`src/rtl/reg_rename_file_pkg.sv`:
```
// Shared widths, reserved constants and packed-bus helpers for the
// architectural register / rename-status table.
package reg_rename_file_pkg;

  localparam int unsigned RRF_XLEN  = 32;
  localparam int unsigned RRF_NREG  = 32;
  localparam int unsigned RRF_ROB_W = 4;

  localparam int unsigned REG_ZERO = 0;
  localparam int unsigned TAG_NONE = 0;

  // Low bit of element idx inside a packed bus of w-bit elements.
  function automatic int unsigned slice_lo(input int unsigned idx, input int unsigned w);
    return idx * w;
  endfunction

endpackage

```
`src/rtl/rrf_read_port.sv`:
```
// One operand lookup: stored value/status, overridden by this cycle's
// commit data and freed when a commit matches the producer tag.
module rrf_read_port
  import reg_rename_file_pkg::*;
#(
  parameter int unsigned XLEN  = RRF_XLEN,
  parameter int unsigned RW    = 5,
  parameter int unsigned ROB_W = RRF_ROB_W,
  parameter int unsigned NCP   = 1
) (
  input  logic [RW-1:0]       rs_idx,
  input  logic [XLEN-1:0]     reg_val,
  input  logic                reg_busy,
  input  logic [ROB_W-1:0]    reg_tag,
  input  logic [NCP-1:0]      cmt_valid,
  input  logic [NCP*RW-1:0]   cmt_rd,
  input  logic [NCP*ROB_W-1:0] cmt_tag,
  input  logic [NCP*XLEN-1:0] cmt_data,
  output logic [XLEN-1:0]     rd_val,
  output logic                rd_busy,
  output logic [ROB_W-1:0]    rd_tag
);

  logic            byp_hit;
  logic [XLEN-1:0] byp_data;
  logic            freed;

  // Ascending scan so the youngest (highest-index) matching commit wins.
  always_comb begin
    byp_hit  = 1'b0;
    byp_data = '0;
    freed    = 1'b0;
    for (int unsigned k = 0; k < NCP; k++) begin
      if (cmt_valid[k] && cmt_rd[slice_lo(k, RW) +: RW] == rs_idx) begin
        if (rs_idx != RW'(REG_ZERO)) begin
          byp_hit  = 1'b1;
          byp_data = cmt_data[slice_lo(k, XLEN) +: XLEN];
        end
        if (cmt_tag[slice_lo(k, ROB_W) +: ROB_W] == reg_tag) begin
          freed = 1'b1;
        end
      end
    end
  end

  assign rd_val  = byp_hit ? byp_data : reg_val;
  assign rd_busy = reg_busy && !freed;
  assign rd_tag  = rd_busy ? reg_tag : ROB_W'(TAG_NONE);

endmodule

```
`src/rtl/reg_rename_file.sv`:
```
// Architectural register file with per-register busy bit and ROB tag:
// NRP bypassed operand reads, one rename and NCP commits per cycle.
module reg_rename_file
  import reg_rename_file_pkg::*;
#(
  parameter  int unsigned XLEN  = RRF_XLEN,
  parameter  int unsigned NREG  = RRF_NREG,
  parameter  int unsigned ROB_W = RRF_ROB_W,
  parameter  int unsigned NRP   = 2,
  parameter  int unsigned NCP   = 1,
  localparam int unsigned RW    = $clog2(NREG)
) (
  input  logic                  clk_in,
  input  logic                  rst_in,
  input  logic                  rdy_in,
  input  logic                  ren_valid,
  input  logic [RW-1:0]         ren_rd,
  input  logic [ROB_W-1:0]      ren_tag,
  input  logic [NRP*RW-1:0]     rs,
  output logic [NRP*XLEN-1:0]   rs_val,
  output logic [NRP-1:0]        rs_busy,
  output logic [NRP*ROB_W-1:0]  rs_tag,
  input  logic [NCP-1:0]        cmt_valid,
  input  logic [NCP*RW-1:0]     cmt_rd,
  input  logic [NCP*ROB_W-1:0]  cmt_tag,
  input  logic [NCP*XLEN-1:0]   cmt_data,
  input  logic                  rollback,
  output logic [XLEN-1:0]       commit_count
);

  logic [XLEN-1:0]  regs [NREG];
  logic [NREG-1:0]  busy;
  logic [ROB_W-1:0] tag  [NREG];
  logic [XLEN-1:0]  cmt_inc;

  always_comb begin
    cmt_inc = '0;
    for (int unsigned k = 0; k < NCP; k++) begin
      cmt_inc = cmt_inc + XLEN'(cmt_valid[k]);
    end
  end

  // Later non-blocking writes override earlier ones: higher commit port beats
  // lower, and the rename beats a same-register commit clear.
  always_ff @(posedge clk_in) begin
    if (rst_in) begin
      for (int unsigned r = 0; r < NREG; r++) begin
        regs[r] <= '0;
        tag[r]  <= '0;
      end
      busy         <= '0;
      commit_count <= '0;
    end else if (rdy_in) begin
      for (int unsigned k = 0; k < NCP; k++) begin
        if (cmt_valid[k] && cmt_rd[slice_lo(k, RW) +: RW] != RW'(REG_ZERO)) begin
          regs[cmt_rd[slice_lo(k, RW) +: RW]] <= cmt_data[slice_lo(k, XLEN) +: XLEN];
        end
      end
      if (rollback) begin
        for (int unsigned r = 0; r < NREG; r++) begin
          tag[r] <= '0;
        end
        busy <= '0;
      end else begin
        for (int unsigned k = 0; k < NCP; k++) begin
          if (cmt_valid[k] && cmt_rd[slice_lo(k, RW) +: RW] != RW'(REG_ZERO) &&
              busy[cmt_rd[slice_lo(k, RW) +: RW]] &&
              tag[cmt_rd[slice_lo(k, RW) +: RW]] == cmt_tag[slice_lo(k, ROB_W) +: ROB_W]) begin
            busy[cmt_rd[slice_lo(k, RW) +: RW]] <= 1'b0;
          end
        end
        if (ren_valid && ren_rd != RW'(REG_ZERO)) begin
          busy[ren_rd] <= 1'b1;
          tag[ren_rd]  <= ren_tag;
        end
      end
      commit_count <= commit_count + cmt_inc;
    end
  end

  for (genvar p = 0; p < NRP; p++) begin : g_rd
    logic [RW-1:0] idx;
    assign idx = rs[p*RW +: RW];

    rrf_read_port #(
      .XLEN  (XLEN),
      .RW    (RW),
      .ROB_W (ROB_W),
      .NCP   (NCP)
    ) u_port (
      .rs_idx    (idx),
      .reg_val   (regs[idx]),
      .reg_busy  (busy[idx]),
      .reg_tag   (tag[idx]),
      .cmt_valid (cmt_valid),
      .cmt_rd    (cmt_rd),
      .cmt_tag   (cmt_tag),
      .cmt_data  (cmt_data),
      .rd_val    (rs_val[p*XLEN +: XLEN]),
      .rd_busy   (rs_busy[p]),
      .rd_tag    (rs_tag[p*ROB_W +: ROB_W])
    );
  end

endmodule

```
`config.mk`:
```
export PLATFORM = sky130hd
export DESIGN_NAME = reg_rename_file
export DESIGN_NICKNAME = d
export VERILOG_FILES = /design/src/rtl/reg_rename_file_pkg.sv /design/src/rtl/rrf_read_port.sv /design/src/rtl/reg_rename_file.sv
export SDC_FILE = /design/constraint.sdc
export NUM_CORES = 2
export LEC_CHECK = 0
export CAP_MARGIN = 20
export CORE_MARGIN = 1
export CORE_UTILIZATION = 50
export DETAILED_ROUTE_END_ITERATION = 8
export MAX_ROUTING_LAYER = met4
export PLACE_DENSITY = 0.7
export SLEW_MARGIN = 20
export SYNTH_ARGS = -nofsm -noshare
export SYNTH_HDL_FRONTEND = slang
export SYNTH_SLANG_ARGS = --single-unit
```
`constraint.sdc`:
```
create_clock -name clk_in -period 2.9 [get_ports clk_in]
set_clock_uncertainty 0.1 [all_clocks]
set_input_delay 0.29 -clock clk_in [delete_from_list [all_inputs] [get_ports clk_in]]
set_output_delay 0.29 -clock clk_in [all_outputs]
set_load 0.01 [all_outputs]
```
==> flow_metrics.env <==
export IMPL_cp_max_fo=5
export IMPL_p_per_area_nw_per_um2=530
export IMPL_wl_per_cell_um=32.3
export IMPL_maxSlewViolCount=0
export IMPL_numPortBuffers=171
export IMPL_drive_gt1_share_pct=36.0
export IMPL_start_util_pct=50.5
export IMPL_synth_edff_count=1152
export IMPL_dieArea_um2=136000
export IMPL_grt_max_degree=98
export IMPL_numCtsBuffers=134
export IMPL_drtAntennaViolNets=0
export IMPL_violations="DRC, setup timing"
export IMPL_synth_seq_cells=1216
export IMPL_dr_pass1_iters=9
export IMPL_rr_worst_depth=12
export IMPL_setup_viol=48
export IMPL_via_per_inst=6.71
export IMPL_fin_cells=7503
export IMPL_hold_depth=4
export IMPL_synthCells=4958
export IMPL_fin_crit_sh_pct=127
export IMPL_gp_congestion=1.02
export IMPL_dp_cells=7224
export IMPL_dp_hpwl_mm=156
export IMPL_core_area_um2=134000
export IMPL_fmax_mhz=271
export IMPL_grt_pass1_vias=49600
export IMPL_rsz0062_at_grt="true"
export IMPL_rows=134
export IMPL_cp_start_kind="register"
export IMPL_wl_mm=243
export IMPL_cp_data_required_time_ns=2.51
export IMPL_worst_pin_slew_ns=1.03
export IMPL_drv_cap=0
export IMPL_antenna_found_initial=8
export IMPL_status="finished with violations"
export IMPL_clk_path_buf_depth=3
export IMPL_yosysMostFrequentCell="edfxtp_1"
export IMPL_drt_iter0_drc=7687
export IMPL_dieWidth_um=369
export IMPL_synth_area_leader_cell="edfxtp_1"
export IMPL_clk_latency_ns=0.78
export IMPL_grt_usage_pct=36.1
export IMPL_grt_overflow_total=0
export IMPL_ys_types=69
export IMPL_leakagePower_nw=30.5
export IMPL_finalCriticalPeriod_ns=3.69
export IMPL_routed_via_count=50300
export IMPL_areaGrowthSynthToFinish_pct=24.3
export IMPL_critPathKind="register to output port"
export IMPL_fillCellCount=9864
export IMPL_h_tree_depth=4
export IMPL_num_io_pins=172
export IMPL_total_power_mw=44.4
export IMPL_async_flop_share_pct=0
export IMPL_die_h_um=369
export IMPL_route_detailed_drc=30
export IMPL_yosysSeqAreaShare_pct=53.2
export IMPL_clk_pin_slew_ns=0.06
export IMPL_avgSynthCellArea_um2=13.6
export IMPL_endpoint_kind="output port"
export IMPL_relSlewSlack_pct=31.0
export IMPL_hold_path_class="input port to register"
export IMPL_clock_sinks=1216
export IMPL_yosys_top_cells_count="edfxtp_1, and2_1, mux4_2"
export IMPL_ys_warn_count=0
export IMPL_post_synth_instance_area_um2=67500
export IMPL_synth_top_area_share_pct=51.3
export IMPL_hold_viol=0
export IMPL_worstPathArrival_ns=3.30
export IMPL_root_buffer="clkbuf_16"
export IMPL_fin_ws_ns=-0.791
export IMPL_cts_tree="yes"
export IMPL_peakVddDrop_mv=0.586
export IMPL_synth_area_leaders="edfxtp_1, mux4_2, and2_1, mux2i_1, a21oi_1"
export IMPL_nets=5693
export IMPL_grt_pass1_wl_mm=342
export IMPL_synth_flop_cell="edfxtp_1"
[worst max-delay path: stages (launching register included)]
cell      delay (ns)
edfxtp_1        0.45
mux4_2          0.48
a22o_1          0.27
a211o_1         0.30
or3_4           0.38
a221oi_2        0.26
buf_4           0.17
a21oi_1         0.06
buf_2           0.16
[flip-flops by register name, indices dropped and copies added, names as in the netlist]
register,flops
commit_count,32
tag,128
regs,1024
busy,32
[power by group]
part | internal [mW] | switching (mW) | total (mW) | leakage (nW)
clock | 9.19 | 7.25 | 16.4 | 2.02
combinational | 3.37 | 3.93 | 7.30 | 16.9
sequential | 20.1 | 0.546 | 20.7 | 11.6
[per-layer routing]
| layer | up-vias | part of all wire, % | GRT usage [%] | routed length, um |
|---|---|---|---|---|
| li1 | 20300 | - | - | - |
| met2 | 4033 | 44 | 52.5 | 108000 |
| met4 | 0 | 5.8 | 17.7 | 14200 |
| met1 | 25200 | 36 | 47.4 | 87700 |
| met3 | 810 | 14 | 8.99 | 33200 |
| met5 | - | 0 | - | 0 |
[per-stage QoR]
step                      instance area, um^2  setup slack [ns]  hold slack (ns)  util, %  setup TNS, ns
after detailed placement                77300            -0.664            0.401     57.8        -275.63
after CTS                               82600            -0.767            0.213     61.8         -10.89
after global placement                  77300            -0.669            0.385     57.8        -259.06
final                                   83800            -0.791            0.246     62.7         -10.39
after global routing                    83800            -0.847            0.242     62.7         -13.04
after floorplan                         67600             0.113            0.365        -              0
[final timing paths]
| kind | start | slack [ns] | to |
|---|---|---|---|
| max | tag[15][3] | -0.79 | rs_tag[3] |
| min reg2reg | commit_count[30] | 0.41 | commit_count[30] |
| max reg2reg | tag[27][2] | 0.03 | busy[24] |
| min | rdy_in | 0.25 | commit_count[0] |
[cells in the final DEF (no fill, tap or decap), types with 19 or more instances in the layout]
cell / count
edfxtp_1: 1152
and2_1: 1118
buf_4: 638
mux4_2: 516
mux2i_1: 306
a21oi_1: 165
nor2_1: 146
clkbuf_16: 145
buf_12: 136
a21oi_2: 85
clkdlybuf4s50_1: 83
o22ai_1: 71
dfxtp_1: 64
nand2_1: 53
buf_6: 52
mux2_2: 50
o221ai_1: 50
buf_2: 49
o21ai_0: 43
nor4_1: 41
nor2_4: 38
conb_1: 36
or2_2: 33
clkbuf_1: 31
o21ai_2: 30
nand2_2: 29
nand2b_1: 25
nand3_1: 25
clkinv_1: 25
o21ai_1: 24
clkinv_2: 24
nor2_2: 23
a31oi_4: 22
o22ai_2: 22
xor2_1: 21
nor3_2: 20
nor3_1: 20
xnor2_1: 19
a22oi_1: 19
[kinds of logic (layout without fill, tap and decap cells)]
| group | Yosys count | after routing | share of synthesized area [%] |
|---|---|---|---|
| and+or+nand+nor | 1679 | 1679 | 14.5 |
| DFF | 1216 | 1216 | 53.2 |
| muxes | 894 | 894 | 23.0 |
| AOI/OAI and AO/OA | 614 | 614 | 5.41 |
| buffers and inverters | 508 | 1244 | 3.37 |
| xor gates and xnor gates | 44 | 44 | 0.571 |
| adders and majority gates | 2 | 2 | 0.0371 |
| other | 1 | 42 | 0.00556 |
[what timing repair did]
action                                  4_1_cts  5_1_grt
cloned                                        5        5
hold buffers                                  1        0
buffers inserted                             25       23
resized for setup                           593      231
endpoints found under the setup margin       74      104
hold endpoints to repair                     30        0
pin swaps                                   113      119
[cell type report]
type / count / area (um^2) / area share (%)
repair buffers: 993 / 9960 / 11.9
well taps: 1768 / 2210 / 2.64
clock inverters: 66 / 455 / 0.543
multi-input cells: 3269 / 31600 / 37.7
diodes: 6 / 15.0 / 0.0179
flip-flops and latches: 1216 / 35900 / 42.8
clock buffers: 174 / 3660 / 4.37
inverters: 11 / 41.3 / 0.0493
(Power assumes the default switching activity.)
